--- src/rtl/cnn_axil_loader_pkg.sv ---
// Shared register map, status bit positions, response codes and run-state
// encoding for the AXI4-Lite CNN loader.
package cnn_axil_pkg;

    // Word indices (byte address bits [ADDR_W-1:2])
    localparam int W_CTRL   = 0;
    localparam int W_STATUS = 1;
    localparam int W_RESULT = 2;
    localparam int W_IRQ    = 3;
    localparam int W_DATA0  = 4;   // DATA[c] at W_DATA0+c, LEN[c] at W_DATA0+N_CH+c

    // CTRL / IRQ bit positions
    localparam int CTRL_START = 0;
    localparam int CTRL_CLR   = 1;
    localparam int IRQ_PEND   = 0;
    localparam int IRQ_EN     = 1;

    // STATUS bit positions
    localparam int ST_DONE   = 0;
    localparam int ST_BUSY   = 1;
    localparam int ST_ERR    = 2;
    localparam int ST_LOADED = 3;

    localparam logic [1:0] RESP_OKAY   = 2'b00;
    localparam logic [1:0] RESP_SLVERR = 2'b10;

    typedef enum logic [1:0] {
        S_IDLE = 2'd0,
        S_LOAD = 2'd1,
        S_RUN  = 2'd2,
        S_DONE = 2'd3
    } state_t;

endpackage

--- src/rtl/cnn_load_ch_cnt.sv ---
// One load channel: programmable length, auto-increment word counter and a
// registered memory write strobe/address that trails the accepted bus write.
module cnn_load_ch_cnt #(
    parameter int MEM_AW = 12
) (
    input  logic              clk,
    input  logic              rst,
    input  logic              len_we,
    input  logic [MEM_AW:0]   len_wdata,
    input  logic              data_we,
    input  logic              cnt_clr,
    output logic [MEM_AW:0]   len,
    output logic              full,
    output logic              loaded,
    output logic              mem_we,
    output logic [MEM_AW-1:0] mem_addr
);

    localparam logic [MEM_AW:0] CNT_ONE = {{MEM_AW{1'b0}}, 1'b1};

    logic [MEM_AW:0]   len_reg;
    logic [MEM_AW:0]   cnt_reg;
    logic              mem_we_reg;
    logic [MEM_AW-1:0] mem_addr_reg;

    // Length register, counter and one-cycle write strobe at the pre-increment count
    always_ff @(posedge clk or posedge rst) begin
        if (rst) begin
            len_reg      <= '0;
            cnt_reg      <= '0;
            mem_we_reg   <= 1'b0;
            mem_addr_reg <= '0;
        end else begin
            mem_we_reg <= 1'b0;
            if (len_we) begin
                len_reg <= len_wdata;
            end
            if (cnt_clr) begin
                cnt_reg <= '0;
            end else if (data_we) begin
                cnt_reg      <= cnt_reg + CNT_ONE;
                mem_we_reg   <= 1'b1;
                mem_addr_reg <= cnt_reg[MEM_AW-1:0];
            end
        end
    end

    assign len      = len_reg;
    assign full     = (cnt_reg >= len_reg);
    assign loaded   = (cnt_reg == len_reg) && (len_reg != '0);
    assign mem_we   = mem_we_reg;
    assign mem_addr = mem_addr_reg;

endmodule

--- src/rtl/cnn_axil_loader.sv ---
// AXI4-Lite slave front-end for the CNN core: per-channel streaming loads,
// run FSM, result capture and a maskable level interrupt.
module cnn_axil_loader
    import cnn_axil_pkg::*;
#(
    parameter int N_CH   = 3,
    parameter int DATA_W = 32,
    parameter int ADDR_W = 6,
    parameter int MEM_AW = 12,
    parameter int RES_W  = 4
) (
    input  logic                   ACLK,
    input  logic                   ARESET,
    input  logic [ADDR_W-1:0]      s_awaddr,
    input  logic                   s_awvalid,
    output logic                   s_awready,
    input  logic [DATA_W-1:0]      s_wdata,
    input  logic [DATA_W/8-1:0]    s_wstrb,
    input  logic                   s_wvalid,
    output logic                   s_wready,
    output logic [1:0]             s_bresp,
    output logic                   s_bvalid,
    input  logic                   s_bready,
    input  logic [ADDR_W-1:0]      s_araddr,
    input  logic                   s_arvalid,
    output logic                   s_arready,
    output logic [DATA_W-1:0]      s_rdata,
    output logic [1:0]             s_rresp,
    output logic                   s_rvalid,
    input  logic                   s_rready,
    output logic [N_CH-1:0]        mem_we,
    output logic [N_CH*MEM_AW-1:0] mem_addr,
    output logic [DATA_W-1:0]      mem_wdata,
    output logic                   core_start,
    output logic                   core_clr,
    input  logic                   core_done,
    input  logic [RES_W-1:0]       core_result,
    output logic                   irq
);

    state_t            state_reg;
    logic              awready_reg, bvalid_reg, arready_reg, rvalid_reg;
    logic [1:0]        bresp_reg;
    logic [DATA_W-1:0] rdata_reg, rd_mux, mem_wdata_reg;
    logic              err_reg, irq_pend_reg, irq_en_reg;
    logic              core_start_reg, core_clr_reg;
    logic [RES_W-1:0]  result_reg;

    logic              wr_fire, rd_fire;
    logic [31:0]       wr_word, rd_word;
    logic [N_CH-1:0]   data_hit, data_acc, len_hit, len_we, full_vec, loaded_vec;
    logic [MEM_AW:0]   len_arr [N_CH];
    logic              ctrl_hit, irq_hit, clr_cmd, start_cmd, can_load, loaded_all;
    logic              data_err, len_err, start_err, wr_err;
    logic              unused_ok;

    // Byte-lane strobes and sub-word address bits carry no meaning here
    assign unused_ok = ^{s_wstrb, s_awaddr[1:0], s_araddr[1:0]};

    assign wr_fire = awready_reg & s_awvalid & s_wvalid;
    assign rd_fire = arready_reg & s_arvalid;
    assign wr_word = 32'(s_awaddr[ADDR_W-1:2]);
    assign rd_word = 32'(s_araddr[ADDR_W-1:2]);

    assign ctrl_hit   = wr_fire && (wr_word == W_CTRL);
    assign irq_hit    = wr_fire && (wr_word == W_IRQ);
    assign clr_cmd    = ctrl_hit && s_wdata[CTRL_CLR];
    assign start_cmd  = ctrl_hit && s_wdata[CTRL_START] && !s_wdata[CTRL_CLR];
    assign can_load   = (state_reg == S_IDLE) || (state_reg == S_LOAD);
    assign loaded_all = &loaded_vec;

    genvar gi;
    generate
        for (gi = 0; gi < N_CH; gi++) begin : g_ch
            assign data_hit[gi] = wr_fire && (wr_word == W_DATA0 + gi);
            assign len_hit[gi]  = wr_fire && (wr_word == W_DATA0 + N_CH + gi);
            assign data_acc[gi] = data_hit[gi] && can_load && !full_vec[gi];
            assign len_we[gi]   = len_hit[gi] && (state_reg == S_IDLE);

            cnn_load_ch_cnt #(.MEM_AW(MEM_AW)) u_cnt (
                .clk       (ACLK),
                .rst       (ARESET),
                .len_we    (len_we[gi]),
                .len_wdata (s_wdata[MEM_AW:0]),
                .data_we   (data_acc[gi]),
                .cnt_clr   (clr_cmd),
                .len       (len_arr[gi]),
                .full      (full_vec[gi]),
                .loaded    (loaded_vec[gi]),
                .mem_we    (mem_we[gi]),
                .mem_addr  (mem_addr[gi*MEM_AW +: MEM_AW])
            );
        end
    endgenerate

    assign data_err  = |(data_hit & ~data_acc);
    assign len_err   = (|len_hit) && (state_reg != S_IDLE);
    assign start_err = start_cmd && !(can_load && loaded_all);
    assign wr_err    = data_err || len_err || start_err;

    // Read data selection for the word presented on the AR channel
    always_comb begin
        rd_mux = '0;
        if (rd_word == W_STATUS) begin
            rd_mux[ST_DONE]   = (state_reg == S_DONE);
            rd_mux[ST_BUSY]   = (state_reg == S_RUN);
            rd_mux[ST_ERR]    = err_reg;
            rd_mux[ST_LOADED] = loaded_all;
        end else if (rd_word == W_RESULT) begin
            rd_mux[RES_W-1:0] = result_reg;
        end else if (rd_word == W_IRQ) begin
            rd_mux[IRQ_PEND] = irq_pend_reg;
            rd_mux[IRQ_EN]   = irq_en_reg;
        end
        for (int i = 0; i < N_CH; i++) begin
            if (rd_word == W_DATA0 + N_CH + i) begin
                rd_mux[MEM_AW:0] = len_arr[i];
            end
        end
    end

    // AXI4-Lite handshakes: one-cycle ready pulses, responses held until taken
    always_ff @(posedge ACLK or posedge ARESET) begin
        if (ARESET) begin
            awready_reg   <= 1'b0;
            bvalid_reg    <= 1'b0;
            bresp_reg     <= RESP_OKAY;
            arready_reg   <= 1'b0;
            rvalid_reg    <= 1'b0;
            rdata_reg     <= '0;
            mem_wdata_reg <= '0;
        end else begin
            awready_reg <= s_awvalid && s_wvalid && !bvalid_reg && !awready_reg;
            if (wr_fire) begin
                bvalid_reg <= 1'b1;
                bresp_reg  <= wr_err ? RESP_SLVERR : RESP_OKAY;
            end else if (s_bready) begin
                bvalid_reg <= 1'b0;
            end
            arready_reg <= s_arvalid && !rvalid_reg && !arready_reg;
            if (rd_fire) begin
                rvalid_reg <= 1'b1;
                rdata_reg  <= rd_mux;
            end else if (s_rready) begin
                rvalid_reg <= 1'b0;
            end
            if (|data_acc) begin
                mem_wdata_reg <= s_wdata;
            end
        end
    end

    // Run FSM with sticky error, result capture, IRQ pend/enable and core pulses
    always_ff @(posedge ACLK or posedge ARESET) begin
        if (ARESET) begin
            state_reg      <= S_IDLE;
            err_reg        <= 1'b0;
            result_reg     <= '0;
            irq_pend_reg   <= 1'b0;
            irq_en_reg     <= 1'b0;
            core_start_reg <= 1'b0;
            core_clr_reg   <= 1'b0;
        end else begin
            core_start_reg <= 1'b0;
            core_clr_reg   <= 1'b0;
            if (irq_hit) begin
                irq_en_reg <= s_wdata[IRQ_EN];
                if (s_wdata[IRQ_PEND]) begin
                    irq_pend_reg <= 1'b0;
                end
            end
            if (clr_cmd) begin
                // Abort from any state; lengths, IRQ enable and result survive
                state_reg    <= S_IDLE;
                err_reg      <= 1'b0;
                core_clr_reg <= 1'b1;
            end else begin
                if (data_err || (start_err && can_load)) begin
                    err_reg <= 1'b1;
                end
                if (start_cmd && can_load && loaded_all) begin
                    state_reg      <= S_RUN;
                    core_start_reg <= 1'b1;
                end
                if ((|data_acc) && (state_reg == S_IDLE)) begin
                    state_reg <= S_LOAD;
                end
                if ((state_reg == S_RUN) && core_done) begin
                    state_reg    <= S_DONE;
                    result_reg   <= core_result;
                    irq_pend_reg <= 1'b1;   // overrides a same-cycle W1C
                end
            end
        end
    end

    assign s_awready  = awready_reg;
    assign s_wready   = awready_reg;
    assign s_bvalid   = bvalid_reg;
    assign s_bresp    = bresp_reg;
    assign s_arready  = arready_reg;
    assign s_rvalid   = rvalid_reg;
    assign s_rdata    = rdata_reg;
    assign s_rresp    = RESP_OKAY;
    assign mem_wdata  = mem_wdata_reg;
    assign core_start = core_start_reg;
    assign core_clr   = core_clr_reg;
    assign irq        = irq_pend_reg & irq_en_reg;

endmodule

--- config.mk ---
export PLATFORM = sky130hd
export DESIGN_NAME = cnn_axil_loader
export DESIGN_NICKNAME = d
export VERILOG_FILES = /design/src/rtl/cnn_axil_loader_pkg.sv /design/src/rtl/cnn_load_ch_cnt.sv /design/src/rtl/cnn_axil_loader.sv
export SDC_FILE = /design/constraint.sdc
export NUM_CORES = 1
export LEC_CHECK = 0
export BUFFER_PORTS_ARGS = -buffer_cell sky130_fd_sc_hd__buf_2
export CAP_MARGIN = 20
export CORE_MARGIN = 8
export CORE_UTILIZATION = 40
export DETAILED_ROUTE_END_ITERATION = 10
export PLACE_DENSITY_LB_ADDON = 0.12
export SLEW_MARGIN = 10
export SYNTH_ARGS = -nofsm -noshare
export SYNTH_HDL_FRONTEND = slang
export SYNTH_SLANG_ARGS = --single-unit
--- constraint.sdc ---
create_clock -name ACLK -period 4.7 [get_ports ACLK]
set_input_delay 0.235 -clock ACLK [delete_from_list [all_inputs] [get_ports ACLK]]
set_output_delay 0.235 -clock ACLK [all_outputs]
set_load 0.01 [all_outputs]
; ---- After elaboration in Yosys (flattened, before gate mapping)
; Cells that the tools add are included.
[op_classes]
bitwise = 7
eq_ne = 19
n_mux = 37
n_addsub = 3
n_lt_le_gt_ge = 3
n_reduce_logical = 70
[ops]
columns = cell, count
row1 = 2-to-1 mux 13 bit, 9
row2 = "adder 13 x 1 -> 13 bit, second input constant", 3
row3 = equality test 13 bit, 3
row4 = greater-or-equal comparator 13 bit, 3
row5 = nonzero test 13 bit, 3
row6 = logical AND 1 bit, 36
row7 = logical NOT 32 bit, 1
row8 = "equality test 4 x 3 -> 1 bit, second input constant", 5
row9 = 2-to-1 mux 1 bit, 19
row10 = "equality test 4 bit, second input constant", 4
row11 = 2-to-1 mux 2 bit, 8
row12 = nonzero test 2 bit, 7
row13 = "equality test 4 x 2 -> 1 bit, second input constant", 3
row14 = logical NOT 1 bit, 9
row15 = OR reduction 3 bit, 3
row16 = AND reduction 2 bit, 4
row17 = bitwise AND 1 bit, 4
row18 = "equality test 2 bit, second input constant", 2
row19 = "equality test 4 x 1 -> 1 bit, second input constant", 1
row20 = logical OR 1 bit, 4
row21 = 2-to-1 mux 4 bit, 1
row22 = nonzero test 4 bit, 1
row23 = bitwise AND 3 bit, 1
row24 = inverter 3 bit, 1
row25 = other kinds (4), 4
[word_totals]
output_inout_bits = 115
in_bits = 60
word_cells = 165
regBits = 179

; ---- Longest topological paths before layout
; Gate-level depths: netlist of run 1.
[logic_depth]
depth_word = 11
mapped_depth = 12
depth_no_buf = 8

; ---- Cells and area by module
; Synthesis of run 1 repeated with hierarchy kept, for this count alone.
[hier_totals]
hier_cells = 816
area_unflattened_um2 = 8916.1
[by_module_without_submodules]
columns = mod, area_each_um2, cells_each, seq_area_each_um2, n_inst
row1 = cnn_load_ch_cnt, 1920.6, 184, 975.9, 3
row2 = cnn_axil_loader, 3154.3, 264, 1526.5, 1

; ---- Worst setup path after synthesis of run 1
; OpenSTA, ideal clock, no wires.
[synth_timing]
path_kind = reg-to-reg
from = register g_ch[0].u_cnt.cnt_reg[10]
to = register g_ch[0].u_cnt.cnt_reg[9]
arrival_ns = 2.815
setup_time_ns = 0.078
synth_period_minus_slack_ns = 2.893
n_path_buf = 2
stages_incl_launch_ff = 10
slack_ns = 1.807
t_required_ns = 4.622
path_cell_list = dfrtp_1 > ha_1 > a211oi_2 > nor2_1 > or4_1 > buf_2 > or4_1 > buf_2 > or4_1 > a21oi_1
[synth_between]
elab_chain_len = 4
[synth_lines]
columns = element, line
row1 = from (decl), cnn_load_ch_cnt.sv:22  ; logic [MEM_AW:0] cnt_reg;
row2 = from (signal assigned), cnn_load_ch_cnt.sv:41  ; cnt_reg <= cnt_reg + CNT_ONE;
row3 = greater-or-equal comparator 13 bit, cnn_load_ch_cnt.sv:49  ; assign full = (cnt_reg >= len_reg);
row4 = logical NOT 1 bit, cnn_axil_loader.sv:77  ; assign data_acc[gi] = data_hit[gi] && can_load && !full_vec[gi];
row5 = logical AND 1 bit, cnn_axil_loader.sv:77
row6 = nonzero test 2 bit (no source line), -
; No other way between the ends.
; A chain may end at the register's enable or synchronous reset.

; ---- Final worst setup path of run 1
[layout_timing]
from = register g_ch[2].u_cnt.cnt_reg[4]
to = register state_reg[0]
[layout_between]
elab_chain_len = 8
elab_cells_between_ends = 13
cone_classes = order compare (1) / eq/ne (1) / mux (3) / reduce/logical (8)
[layout_lines]
columns = element, line
row1 = from (decl), cnn_load_ch_cnt.sv:22
row2 = from (signal assigned), cnn_load_ch_cnt.sv:41
row3 = greater-or-equal comparator 13 bit, cnn_load_ch_cnt.sv:49
row4 = logical NOT 1 bit, cnn_axil_loader.sv:77
row5 = logical AND 1 bit, cnn_axil_loader.sv:77
row6 = OR reduction 3 bit, cnn_axil_loader.sv:185  ; if ((|data_acc) && (state_reg == S_IDLE)) begin
row7 = logical AND 1 bit, cnn_axil_loader.sv:185
row8 = 2-to-1 mux 2 bit, cnn_axil_loader.sv:185
row9 = 2-to-1 mux 2 bit, cnn_axil_loader.sv:188  ; if ((state_reg == S_RUN) && core_done) begin
row10 = 2-to-1 mux 2 bit, cnn_axil_loader.sv:172  ; if (clr_cmd) begin
row11 = to (signal assigned), cnn_axil_loader.sv:174  ; state_reg <= S_IDLE;
row12 = to (signal assigned), cnn_axil_loader.sv:186  ; state_reg <= S_LOAD;
row13 = to (signal assigned), cnn_axil_loader.sv:189  ; state_reg <= S_DONE;
row14 = to (decl), cnn_axil_loader.sv:41  ; state_t state_reg;
; Several ways; a longest one is shown, not always the timed one.

==> flow_metrics.tcl, run 1 <==
set metrics [dict create \
    outcome "finished, violations left" \
    violations "hold timing" \
    h-tree-depth 4 \
    viasPerCell 5.251 \
    yosysUniqueCellTypes 57 \
    routed_wl_mm 23.51 \
    slew_violations 0 \
    slew_headroom_pct 28.16 \
    totalPowerFinal_mw 3.339 \
    rows 55 \
    grtUsageTotal_pct 17.06 \
    hold_class "primary input to asynchronous set/reset pin" \
    cts_resized 0 \
    max_stage_delay_ns 0.92 \
    synth.avg_cell_area_um2 10.00 \
    area_growth_pct 17.08 \
    drive_above_1_share_pct 25.67 \
    synth_area_um2 8972 \
    ctsLongestPathBuffers 2 \
    synth.top_cell.area_share_pct 49.64 \
    wl_per_cell_um 17.69 \
    n_antenna_cell 0 \
    via_count 6979 \
    dr.pass1.iters 5 \
    final_cell_mix "dfrtp_1, nand2_1, buf_2, mux2_2" \
    finalSetupViolCount 0 \
    hpwl_mm 17.29 \
    path_delay_family "simple AND/OR/NAND/NOR gates" \
    yosysWarningCount 0 \
    place_area_um2 9876 \
    clk_latency_ns 0.43 \
    fmax_ghz 0.3011 \
    ios 175 \
    hold_viol 4 \
    cts_setup_buffers 0 \
    final_cell_area_um2 10510 \
    rsz0062_at_grt "false" \
    start_util_pct 40.24 \
    ys_ff_latch 178 \
    async_flop_share_pct 100.0 \
    first_iter_violations 446 \
    nets 1133 \
    core_um2 22300 \
    grt_first_pass_wirelength_mm 38.40 \
    fin_skew_ns 0.009601 \
    fp.dieArea_um2 27480 \
    critical_path_class "flip-flop to flip-flop" \
    gr-total-overflow 0 \
    tightest_slew_ns 1.078 \
    gp_congestion 0.8136 \
    slowest_stage "or4_1" \
    fp.dieW_um 165.8 \
    synth_area_leaders "dfrtp_1, mux2_2, nand2_1" \
    antenna_left 0 \
    synth_top_area_cell "dfrtp_1" \
    cts_root_buf "clkbuf_16" \
    cts_tree "done" \
    hold_buffers 3 \
    synth_top_flop_cell "dfrtp_1" \
    start_kind "flip-flop" \
    path_max_fanout 34 \
    fin_util_pct 47.12 \
    synth_edf_count 0 \
    placement.io_buffers 144 \
    fin_hold_ws_ns -0.03383 \
    clk_pin_slew_worst_paths_ns 0.07 \
    seq_area_frac_synth_pct 49.64 \
    syn_inst 897 \
    drc 0 \
    crit_path_end_kind "flip-flop" \
    powerDensity_nw_per_um2 317.8 \
    leakage_nw 5.252 \
    period_share_pct 70.67 \
    path_cells "ha_1, nand3_1, o21bai_1, a311oi_1, or4_1, a31oi_1, or3_1" \
    cts_buffers 17 \
    setup_tns_ns 0 \
    path_buf_inv 0 \
    die_h_um 165.8 \
    vdd_drop_max_uv 221.3 \
    required_ns 5.01 \
    grt_pass1_vias 7012 \
    period_needed_ns 3.322 \
    worst_ep_arrival_time_ns 3.63 \
    drv_cap 0 \
    antenna_found_initial 0 \
    cts_sinks 178 \
    final_common_cell "dfrtp_1" \
    grt_max_degree 179 \
]
worst paths after layout:
kind	cells after the start	slack, ns	startpoint	end
worst max-delay path	7	1.38	g_ch[2].u_cnt.cnt_reg[4]	state_reg[0]
worst min register to register	1	0.46	s_arready	s_arready
min in group ACLK	2	0.03	s_wdata[17]	mem_wdata[17]
worst max register to register	7	1.38	g_ch[2].u_cnt.cnt_reg[4]	state_reg[0]
worst min-delay path	3	-0.03	ARESET	g_ch[2].u_cnt.mem_addr[1]
max in group asynchronous	3	3.84	ARESET	g_ch[2].u_cnt.cnt_reg[2]
layout make-up:
cell class	count	area (um2)
clock inverter	15	173.9
multi-input combinational	619	4050
sequential	178	4454
tap	285	356.6
timing repair buffer	153	808.3
clock buffer	17	425.4
inverter	62	236.5
fill	2185	11790
power by group:
group	switching [mW]	internal (mW)	total, mW	leakage (nW)
clock	0.684	0.757	1.44	0.280
combinational	0.177	0.110	0.287	2.53
sequential	0.0371	1.57	1.61	2.44
per-layer routing:
layer	track usage (%)	wire, um	share of wire (%)
met1	22.09	10900	46
met2	27.79	11060	47
met3	5.230	1409	6.0
met4	3.252	149	0.63
met5	0	0	0
stage by stage:
step,setup WS (ns),cells
after global placement,1.396,1294
after CTS,1.339,1329
final,1.378,1329
after floorplan,1.807,918
after detailed placement,1.357,1294
after global routing,1.031,1329
cells by family (layout without fill, tap and decap cells):
group	count (synthesis)	after routing	synth area share, %
mux	78	78	9.789
flops	178	178	49.64
buf+inv	121	247	6.303
xor+xnor	1	1	0.09763
other cells	1	22	0.04180
fa+ha+maj	42	42	5.857
compound gates	162	162	10.96
simple gates	314	314	17.31
worst min-delay path, cell delays in order:
cell        delay, ns
buf_2            0.11
clkinvlp_4       0.07
buf_12           0.54
synth_stat cells, drive strengths merged (4+ instances only):
cell type	number
nand4	21
ha	42
nand2	149
a22oi	11
nor2	20
inv	61
nor4	16
nor3	14
o31ai	15
clkbuf	24
buf	35
or3	16
nor2b	4
dfrtp	178
and3	4
and2	5
o21ai	60
a21oi	42
mux2	78
or4	21
nand3	29
Note: power is estimated with default switching activity, not from simulation.
==> run 2: changes to the inputs <==
Clock period 4.7 ns to 3.45 ns, I/O delays scaled along.
==> flow_metrics.tcl, run 2 (same netlist as run 1, synthesis figures left out) <==
set metrics [dict create \
    rsz0062_at_grt "false" \
    fmax_ghz 0.3255 \
    path_max_fanout 28 \
    gp_congestion 0.8158 \
    crit_path_end_kind "flip-flop" \
    grtUsageTotal_pct 17.44 \
    tightest_slew_ns 0.9884 \
    regArea_um2 4454 \
    setup_tns_ns 0 \
    outcome "completed" \
    grt_first_pass_wirelength_mm 39.10 \
    finalSetupViolCount 0 \
    clk_latency_ns 0.44 \
    ios 175 \
    hold_viol 0 \
    fp.dieArea_um2 27480 \
    cts_tree "done" \
    wl_per_cell_um 17.42 \
    routed_wl_mm 23.80 \
    period_share_pct 89.05 \
    antenna_found_initial 0 \
    final_common_cell "dfrtp_1" \
    grt_pass1_vias 7127 \
    leakage_nw 5.421 \
    multi_input_area_um2 4050 \
    vdd_drop_max_uv 316.3 \
    rows 55 \
    dr.pass1.iters 4 \
    slew_violations 0 \
    cts_buffers 17 \
    fill_cells 2138 \
    fin_ws_ns 0.3778 \
    die_h_um 165.8 \
    slew_headroom_pct 34.11 \
    gr-total-overflow 0 \
    period_needed_ns 3.072 \
    cts_root_buf "clkbuf_16" \
    cts_resized 0 \
    worst_ep_arrival_time_ns 3.44 \
    cts_sinks 178 \
    required_ns 3.81 \
    ctsLongestPathBuffers 2 \
    fin_skew_ns 0.01125 \
    powerDensity_nw_per_um2 419.5 \
    pre_cts_ws_ns 0.3932 \
    grt_max_degree 179 \
    drv_cap 0 \
    n_antenna_cell 0 \
    start_kind "flip-flop" \
    final_cell_mix "dfrtp_1, nand2_1, buf_2, mux2_2" \
    start_util_pct 40.24 \
    hpwl_mm 17.47 \
    clk_pin_slew_worst_paths_ns 0.08 \
    drc 0 \
    critical_path_class "flip-flop to flip-flop" \
    cts_setup_buffers 0 \
    first_iter_violations 460 \
    placement.io_buffers 144 \
    area_growth_pct 20.90 \
    drive_above_1_share_pct 25.90 \
    nets 1170 \
    fp.dieW_um 165.8 \
    h-tree-depth 4 \
    antenna_left 0 \
    via_count 7056 \
    core_um2 22300 \
    hold_class "primary input to asynchronous set/reset pin" \
    viasPerCell 5.165 \
]
-- run 2: changes by cell type in the layout (fill, tap and decap cells not counted) --
| cell | previous run | this run |
|---|---|---|
| dlygate4sd3_1 | 3 | 28 |
| buf_4 | 5 | 16 |
| inv_6 | 2 | 3 |
| inv_8 | 3 | 5 |
| clkinv_4 | 1 | 2 |
| bufinv_16 | 1 | 0 |
| clkinv_2 | 1 | 0 |
| clkinvlp_4 | 5 | 3 |
| buf_12 | 1 | 2 |
-- run 2: worst max-delay path: stages, from the launching register on --
cell and delay, ns:
dfrtp_1 0.44, ha_1 0.34, a211oi_2 0.22, nor2_1 0.08, or4_1 0.49, or4_1 0.50
buf_4 0.24, or4_1 0.52, a21oi_1 0.15
-- run 2: layout make-up --
cell class,instances,area share (%)
clock inverter,15,1.511
timing repair buffer,190,10.70
clock buffer,17,3.922
inverter,62,2.180
multi-input combinational,619,37.34
sequential,178,41.06
tap,285,3.287
-- run 2: through the flow --
stage          hold WS [ns]  power (mW)  instance area, um2  std cells  utilization, %
2_1_floorplan        0.2689       2.483                9055        918               -
3_3_place_gp         0.3695       2.624                9978       1306           44.75
3_5_place_dp         0.3576       2.630                9978       1306           44.75
4_1_cts             0.01978       4.602               10850       1366           48.65
5_1_grt             0.02789       4.742               10850       1366           48.65
6_report           0.006941       4.551               10850       1366           48.65
-- run 2: repair_timing --
action | in CTS | in global routing
hold endpoints to repair | 27 | 0
hold buffers | 28 | 0
endpoints found under the setup margin | 0 | 0
-- run 2: where the power goes --
group,leakage [nW],switching [mW],internal (mW)
sequential,2.44,0.0505,2.14
clock,0.283,0.969,0.973
combinational,2.69,0.243,0.172
total,5.42,1.26,3.29
-- run 2: routing by layer --
layer  vias to the layer above  wire [um]  GRT usage (%)
met2                       185      11020          27.58
met5                         -          0              0
met4                         0        252          5.212
li1                       3479          -              -
met1                      3376      11030          22.94
met3                        16       1490          4.756
-- run 2: worst paths after layout --
check,start,cells after the start,endpoint,slack [ns]
max,g_ch[0].u_cnt.cnt_reg[10],8,g_ch[0].u_cnt.cnt_reg[12],0.38
min,ARESET,3,g_ch[2].u_cnt.mem_addr[2],0.007
min in group ACLK,s_wdata[7],2,mem_wdata[7],0.02
max in group asynchronous,ARESET,3,g_ch[2].u_cnt.len[7],2.70
min reg2reg,s_bvalid,1,s_awready,0.46
max reg2reg,g_ch[0].u_cnt.cnt_reg[10],8,g_ch[0].u_cnt.cnt_reg[12],0.38
==> run 3: changes to the inputs <==
==> constraint.sdc (replaced) <==
create_clock -name ACLK -period 3.45 [get_ports ACLK]
set_input_delay 0.69 -clock ACLK [delete_from_list [all_inputs] [get_ports ACLK]]
set_output_delay 0.69 -clock ACLK [all_outputs]
set_load 0.01 [all_outputs]
==> flow_metrics.tcl, run 3 (same netlist as run 1, synthesis figures left out) <==
set metrics [dict create \
    met1_usage_pct 23.41 \
    cts_root_buf "clkbuf_16" \
    routed_wl_mm 24.27 \
    gr-total-overflow 0 \
    viasPerCell 5.267 \
    clk_latency_ns 0.44 \
    area_growth_pct 19.10 \
    placement.io_buffers 144 \
    ctsLongestPathBuffers 2 \
    crit_path_frequent_cell "or4_1" \
    leakage_nw 5.370 \
    max_stage_delay_ns 0.59 \
    path_delay_family "simple AND/OR/NAND/NOR gates" \
    grt_use_met3_pct 4.851 \
    fp.dieArea_um2 27480 \
    worst_ep_arrival_time_ns 3.51 \
    drc 0 \
    fill_cells 2130 \
    final_cell_area_um2 10690 \
    tightest_slew_ns 0.8927 \
    grt_max_degree 68 \
    path_buf_inv 1 \
    fp.dieW_um 165.8 \
    drv_cap 0 \
    cts_sinks 178 \
    gp_congestion 0.8262 \
    ios 175 \
    r2r_slack_ns 0.30 \
    fin_skew_ns 0.01572 \
    nets 1151 \
    core_um2 22300 \
    start_util_pct 40.24 \
    hpwl_mm 18.42 \
    cts_resized 0 \
    required_ns 3.81 \
    n_antenna_cell 0 \
    period_share_pct 91.39 \
    drive_above_1_share_pct 27.21 \
    r2r-start "g_ch[0].u_cnt.cnt_reg[10]" \
    clk_pin_slew_worst_paths_ns 0.08 \
    crit_path_end_kind "flip-flop" \
    cts_setup_buffers 0 \
    dr.pass1.iters 5 \
    die_h_um 165.8 \
    vdd_drop_max_uv 355.3 \
    cts_tree "done" \
    rows 55 \
    grt_pass1_vias 7246 \
    final_cell_mix "dfrtp_1, nand2_1, buf_2, mux2_2" \
    crit_start "g_ch[0].u_cnt.cnt_reg[10]" \
    place_area_um2 10060 \
    finalSetupViolCount 0 \
    fin_util_pct 47.93 \
    start_kind "flip-flop" \
    wl_per_cell_um 18.02 \
    cts_buffers 17 \
    powerDensity_nw_per_um2 431.5 \
    critical_path_class "flip-flop to flip-flop" \
    grtUsageTotal_pct 17.72 \
    grtUsageMet2_pct 28.54 \
    first_iter_violations 447 \
    hold_viol 0 \
    h-tree-depth 4 \
    period_needed_ns 3.153 \
    fmax_ghz 0.3172 \
    slew_headroom_pct 40.36 \
    antenna_left 0 \
    worstHoldStart "s_rready" \
    path_cells "ha_1, a211oi_2, nor2_1, or4_1, or4_1, buf_4, or4_1, a21oi_1" \
    final_common_cell "dfrtp_1" \
    slew_violations 0 \
    path_max_fanout 16 \
    slowest_stage "or4_1" \
    hold_buffers 0 \
    outcome "completed" \
    grt_first_pass_wirelength_mm 39.85 \
    rsz0062_at_grt "false" \
    hold_class "primary input to flip-flop" \
    setup_tns_ns 0 \
    via_count 7095 \
    top_usage_layer "met2" \
    antenna_found_initial 0 \
]
[run 3: changes by cell type in the layout (fill, tap and decap cells not counted), moves of 2 or more]
cell,change
inv_8,-3
clkinv_8,+4
inv_12,+2
inv_6,-2
buf_4,+8
dlygate4sd3_1,-28
[run 3: metal layers]
| layer | wire length, um | up-vias |
|---|---|---|
| met4 | 219 | 0 |
| met5 | 0 | - |
| met1 | 11270 | 3452 |
| met3 | 1433 | 18 |
| li1 | - | 3448 |
| met2 | 11350 | 177 |
[run 3: worst paths after layout]
check | endpoint | cells after the start
max in group asynchronous | result_reg[0] | 3
min in group asynchronous | g_ch[2].u_cnt.mem_addr[1] | 2
hold / removal | s_rvalid | 2
setup reg to reg | g_ch[0].u_cnt.cnt_reg[12] | 8
hold reg to reg | s_awready | 1
setup / recovery | g_ch[0].u_cnt.cnt_reg[12] | 8
[run 3: cell type report]
cell class	count	area [um2]	area share, %
tap	285	356.6	3.337
inverter	62	236.5	2.213
timing repair buffer	171	960.9	8.992
clock buffer	17	425.4	3.981
clock inverter	15	202.7	1.897
sequential	178	4454	41.68
multi-input combinational	619	4050	37.90
[run 3: worst reg2reg max path, cell delays in order, from the launching register on]
cell	delay [ns]
dfrtp_1	0.44
ha_1	0.35
a211oi_2	0.23
nor2_1	0.08
or4_1	0.49
or4_1	0.59
buf_4	0.24
or4_1	0.51
a21oi_1	0.16
[run 3: per-stage QoR]
stage / hold slack [ns] / setup slack (ns) / total power, mW / std cells
6_report: 0.4249 / 0.2971 / 4.611 / 1347
3_3_place_gp: 0.4375 / 0.3628 / 2.635 / 1315
5_1_grt: 0.4108 / 0.1374 / 4.796 / 1347
4_1_cts: 0.4099 / 0.2845 / 4.674 / 1347
2_1_floorplan: 0.4588 / 0.4794 / 2.483 / 918
3_5_place_dp: 0.4417 / 0.3184 / 2.643 / 1315
[run 3: where the power goes]
part           leakage [nW]  internal, mW  total [mW]  switching, mW
Clock                 0.297         0.998        2.02           1.02
Combinational          2.63         0.158       0.404          0.246
Sequential             2.44          2.14        2.19         0.0482
